## config.mk

```make
export PLATFORM = sky130hd
export DESIGN_NAME = rib_arbiter
export DESIGN_NICKNAME = d
export VERILOG_FILES = /design/src/rtl/rib_arb_pkg.sv /design/src/rtl/rib_arbiter_rr_pick.sv /design/src/rtl/rib_arbiter.sv
export SDC_FILE = /design/constraint.sdc
export NUM_CORES = 1
export LEC_CHECK = 0
export BUFFER_PORTS_ARGS = -buffer_cell sky130_fd_sc_hd__buf_2
export CAP_MARGIN = 10
export CELL_PAD_IN_SITES_DETAIL_PLACEMENT = 1
export CELL_PAD_IN_SITES_GLOBAL_PLACEMENT = 1
export CORE_UTILIZATION = 40
export DETAILED_ROUTE_END_ITERATION = 8
export PLACE_DENSITY = 0.86
export SYNTH_ARGS = -nofsm -noshare
export SYNTH_HDL_FRONTEND = slang
export SYNTH_HIERARCHICAL = 1
export SYNTH_SLANG_ARGS = --single-unit
```

## constraint.sdc

```tcl
create_clock -name clk -period 2.6 [get_ports clk]
set_input_delay 0.26 -clock clk [delete_from_list [all_inputs] [get_ports clk]]
set_output_delay 0.26 -clock clk [all_outputs]
set_load 0.02 [all_outputs]
```

## src/rtl/rib_arb_pkg.sv

```systemverilog
// rib_arb_pkg: shared defaults, FSM states and master-index type
// for the rib_arbiter round-robin bus arbiter.
package rib_arb_pkg;

    localparam int DEF_NUM_M    = 4;
    localparam int DEF_MAX_HOLD = 16;

    typedef enum logic {
        IDLE  = 1'b0,
        OWNED = 1'b1
    } arb_state_t;

    typedef logic [1:0] mid_t;

    function automatic logic [DEF_NUM_M-1:0] id2oh(input mid_t id);
        logic [DEF_NUM_M-1:0] v;
        v     = '0;
        v[id] = 1'b1;
        return v;
    endfunction

endpackage

```

## src/rtl/rib_arbiter_rr_pick.sv

```systemverilog
// rr_pick: combinational round-robin picker; scans requesters
// (minus an exclude mask) in circular order starting after i_last.
module rr_pick
    import rib_arb_pkg::*;
(
    input  logic [DEF_NUM_M-1:0] i_req,
    input  mid_t                 i_last,
    input  logic [DEF_NUM_M-1:0] i_excl,
    output mid_t                 o_win,
    output logic                 o_found
);

    logic [DEF_NUM_M-1:0] w_cand;
    mid_t                 w_idx;

    assign w_cand = i_req & ~i_excl;

    // k = DEF_NUM_M wraps back to i_last itself, so it is tried last
    always_comb begin
        o_win   = '0;
        o_found = 1'b0;
        w_idx   = '0;
        for (int k = 1; k <= DEF_NUM_M; k++) begin
            w_idx = i_last + mid_t'(k);
            if (!o_found && w_cand[w_idx]) begin
                o_win   = w_idx;
                o_found = 1'b1;
            end
        end
    end

endmodule

```

## src/rtl/rib_arbiter.sv

```systemverilog
// rib_arbiter: round-robin bus arbiter with bus lock. Define
// RIB_ARB_TIMEOUT_EN to enable MAX_HOLD owner preemption.
module rib_arbiter
    import rib_arb_pkg::*;
#(
    parameter int NUM_M    = DEF_NUM_M,
    parameter int MAX_HOLD = DEF_MAX_HOLD
) (
    input  logic             clk,
    input  logic             rst,
    input  logic [NUM_M-1:0] req_i,
    output logic [NUM_M-1:0] gnt_o,
    output mid_t             gnt_id_o,
    output logic             gnt_valid_o,
    output logic [NUM_M-1:0] hold_o
);

    arb_state_t       r_state;
    arb_state_t       w_state_nx;
    logic [NUM_M-1:0] r_gnt;
    logic [NUM_M-1:0] w_gnt_nx;
    mid_t             r_id;
    mid_t             w_id_nx;
    mid_t             r_last;
    mid_t             w_last_nx;
    logic [NUM_M-1:0] w_excl;
    mid_t             w_win;
    logic             w_found;
    logic             w_new;
    logic             w_preempt;

    // the current owner never competes when the grant moves on
    assign w_excl = (r_state == OWNED) ? r_gnt : '0;

    rr_pick u_pick (
        .i_req   (req_i),
        .i_last  (r_last),
        .i_excl  (w_excl),
        .o_win   (w_win),
        .o_found (w_found)
    );

`ifdef RIB_ARB_TIMEOUT_EN
    localparam int HOLD_W = $clog2(MAX_HOLD) + 1;
    localparam logic [HOLD_W-1:0] HOLD_MAX = HOLD_W'(MAX_HOLD - 1);

    logic [HOLD_W-1:0] r_hold;

    assign w_preempt = (r_state == OWNED) && (r_hold == HOLD_MAX)
                     && (|(req_i & ~r_gnt));

    always_ff @(posedge clk or posedge rst) begin
        if (rst) begin
            r_hold <= '0;
        end else if (w_new) begin
            r_hold <= '0;
        end else if (r_state == OWNED && r_hold != HOLD_MAX) begin
            r_hold <= r_hold + 1'b1;
        end
    end
`else
    assign w_preempt = 1'b0;
`endif

    always_comb begin
        w_state_nx = r_state;
        w_gnt_nx   = r_gnt;
        w_id_nx    = r_id;
        w_last_nx  = r_last;
        w_new      = 1'b0;
        unique case (r_state)
            IDLE: begin
                w_new = w_found;
            end
            OWNED: begin
                if (!req_i[r_id] || w_preempt) begin
                    if (w_found) begin
                        w_new = 1'b1;
                    end else begin
                        w_state_nx = IDLE;
                        w_gnt_nx   = '0;
                        w_id_nx    = '0;
                    end
                end
            end
        endcase
        if (w_new) begin
            w_state_nx = OWNED;
            w_gnt_nx   = id2oh(w_win);
            w_id_nx    = w_win;
            w_last_nx  = w_win;
        end
    end

    always_ff @(posedge clk or posedge rst) begin
        if (rst) begin
            r_state <= IDLE;
            r_gnt   <= '0;
            r_id    <= '0;
            r_last  <= mid_t'(3);
        end else begin
            r_state <= w_state_nx;
            r_gnt   <= w_gnt_nx;
            r_id    <= w_id_nx;
            r_last  <= w_last_nx;
        end
    end

    assign gnt_o       = r_gnt;
    assign gnt_id_o    = r_id;
    assign gnt_valid_o = |r_gnt;
    assign hold_o      = req_i & ~r_gnt;

endmodule

```

==> qor.yml <==
timing:
  fmax_ghz: 0.4771
  period_needed_ns: 2.096
  worstMarginPinSlew_ns: 0.5867
  finalHoldViolations: 0
  setup_viol: 0
  clock_skew_ns: 0.001094
  max_slew_margin_pct: 60.62
  rsz0062_at_grt: "no"
  slew_viol_final: 0
  finalSetupTns_ns: 0
  finalCritPeriodShare_pct: 80.62
die:
  core_um2: 1366
  die_h_um: 41.19
  rows: 13
  ioPinCount: 17
  die_area_um2: 1697
  die_w_um: 41.19
  start_util_pct: 44.96
route:
  drc: 0
  first_pass_iters: 4
  drt_iter0_drc: 14
  antenna_left: 0
  vias: 567
  wl_per_cell_um: 15.97
  wl_um: 1549
  vias_per_cell: 5.845
clock_tree:
  max-clock-path-buffers: 2
  clk_pin_slew_ns: 0.06
  cts_hold_buf: 1
  cts_root_buffer: "clkbuf_4"
  postCtsSetupBuffers: 0
  cts_tree: "built"
  clkSinkCount: 9
  ctsResizeCount: 0
  htree_num_levels: 1
  clock_latency_ns: 0.26
  cts_buffers: 3
setup_path:
  crit_slowest_cell: "a311oi_1"
  crit_family: "compound AO/OA/AOI/OAI gates"
  cp.required_ns: 2.75
  critPathCaptureType: "flop"
  r2r_slack_ns: 0.50
  critPathKind: "reg2reg"
  crit_arrival_ns: 2.24
  cp_slowest_stage_delay_ns: 0.52
  cp_max_fo: 8
  cp.buffers_inverters: 1
  path_cells: "and2_1 -> nand2b_2 -> and3_2 -> a311oi_1 -> inv_1 -> a32o_1"
  start_kind: "flop"
synthesis:
  ys.flop_type: "dfrtp_1"
  synth-seq-cells: 9
  synth_compound_area_share_pct: 22.00
  synthCells: 61
  synth.net_count: 67
  async_flop_share_pct: 100.0
  avgSynthCellArea_um2: 10.07
  yosysWarnings: 6
  synth_xor_area_share_pct: 0
  ys_seq_area_share_pct: 37.07
  syn_area_um2: 614.3
  yosys.area_share.adder_pct: 0
  synth.distinct_cells: 29
  synth_mux_area_share_pct: 8.147
  synth_simple_gate_area_share_pct: 31.57
  synth_top_family_by_area: "simple AND/OR/NAND/NOR gates"
  synth_edf_count: 0
power_and_ir_drop:
  p_leak_nw: 0.3401
  seqPwrFrac_pct: 30.3
  power_per_cell_area_nw_per_um2: 1255
  p_sw_share_pct: 46.13
  switching_power_mw: 0.4338
  irDropWorstVdd_uv: 471.5
  p_clk_share_pct: 11.4
  comb_power_share_pct: 58.3
  p_int_mw: 0.5065
job:
  maxCapViolations: 0
placed_design:
  dp_hpwl_um: 1216
  gp_congestion: 0.7412
  port_buffers: 16
  dp_cells: 92
global_routing:
  antenna_found_initial: 0
  grt_max_degree: 10
  grt_overflow_total: 0
  grt_pass1_wl_um: 2394
  grt_use_total_pct: 22.02
  grt_pass1_vias: 512
cells_and_area:
  fillers: 175
  drive_gt1_share_pct: 36.59
  nets: 89
  area_growth_pct: 22.00
  register_area_um2: 227.7
  n_antenna_cell: 0
  layout.cells.non_filler: 97
  multi_input_area_um2: 379.1
run_status:
  outcome: "finished clean"
worst_hold_path:
  hp-class: "in2reg"
power groups by stage:
stage | combinational (mW) | sequential, mW | clock (mW)
after floorplan | 0.363 | 0.312 | 0
after global placement | 0.531 | 0.283 | 0
after detailed placement | 0.544 | 0.287 | 0
after CTS | 0.548 | 0.285 | 0.110
after global routing | 0.602 | 0.300 | 0.115
final | 0.548 | 0.285 | 0.107
cells in the final DEF (no fill, tap or decap), types with 3 or more instances in the layout:
cell type	synthesis	layout
buf_2	0	16
dfrtp_1	7	7
nor2b_1	6	6
nand2b_1	5	5
nor2_1	5	5
and2_1	4	4
nand2_1	3	3
clkbuf_4	0	3
stage by stage:
| step | total power, mW | hold WS, ns | cell area, um2 | utilization [%] | setup WS [ns] |
|---|---|---|---|---|---|
| after global placement | 0.8139 | 0.2260 | 713.2 | 52.20 | 0.7069 |
| after global routing | 1.018 | 0.4952 | 749.5 | 54.85 | 0.3813 |
| after floorplan | 0.6755 | 0.08649 | 614.3 | - | 0.7530 |
| final | 0.9403 | 0.4579 | 749.5 | 54.85 | 0.5039 |
| after CTS | 0.9424 | 0.4534 | 749.5 | 54.85 | 0.5103 |
| after detailed placement | 0.8312 | 0.2278 | 713.2 | 52.20 | 0.5208 |
final cells by class:
class,instances,share of cell area [%]
repair buffers,17,12.02
clock buffers,4,3.506
multi-input cells,50,50.58
well taps,15,2.504
flip-flops and latches,9,30.38
inverters,2,1.002
worst register-to-register path: stages (launching register included):
cell      delay [ns]
dfrtp_1         0.44
and2_1          0.19
nand2b_2        0.20
and3_2          0.22
a311oi_1        0.52
inv_1           0.17
a32o_1          0.25
metal layers:
layer / routed length (um) / track usage (%) / vias up
met5: 0 / 0 / -
met4: 0 / 4.839 / 0
met3: 59 / 3.261 / 0
met2: 692 / 35.55 / 19
met1: 797 / 31.06 / 276
li1: - / - / 272
synth_stat cells (2+ instances only):
cell type,instances,share of area (%)
a32o_1,2,3.3
and2_1,4,4.1
nand2b_1,5,5.1
o221ai_2,2,4.9
inv_1,2,1.2
nand3b_1,2,2.4
dfstp_2,2,8.6
mux2i_2,2,4.5
nor2_1,5,3.1
mux2_1,2,3.7
dfrtp_1,7,29
a22o_1,2,2.9
nor2b_1,6,6.1
nand2_1,3,1.8
state kept, by name, indices dropped and copies added, names as in the netlist:
signal    flops
gnt_o         4
r_last        2
r_state       1
gnt_id_o      2
worst paths after layout:
path,start,end,depth (start not counted)
setup / recovery,r_state$_DFF_PP0_,gnt_o[0]$_DFFE_PP0P_,6
hold / removal,req_i[1],gnt_id_o[0]$_DFFE_PP0P_,3
setup reg to reg,r_state$_DFF_PP0_,gnt_o[0]$_DFFE_PP0P_,6
hold reg to reg,gnt_id_o[0]$_DFFE_PP0P_,gnt_id_o[0]$_DFFE_PP0P_,2
max in group asynchronous,rst,r_last[1]$_DFFE_PP1P_,3
min in group asynchronous,rst,gnt_o[2]$_DFFE_PP0P_,3
kinds of logic (layout without fill, tap and decap cells):
logic type,after synthesis,in the layout
and+or+nand+nor,32,32
AOI/OAI and AO/OA,14,14
DFF,9,9
muxes,4,4
buffers and inverters,2,23
Power figures use the tool's default switching activity.
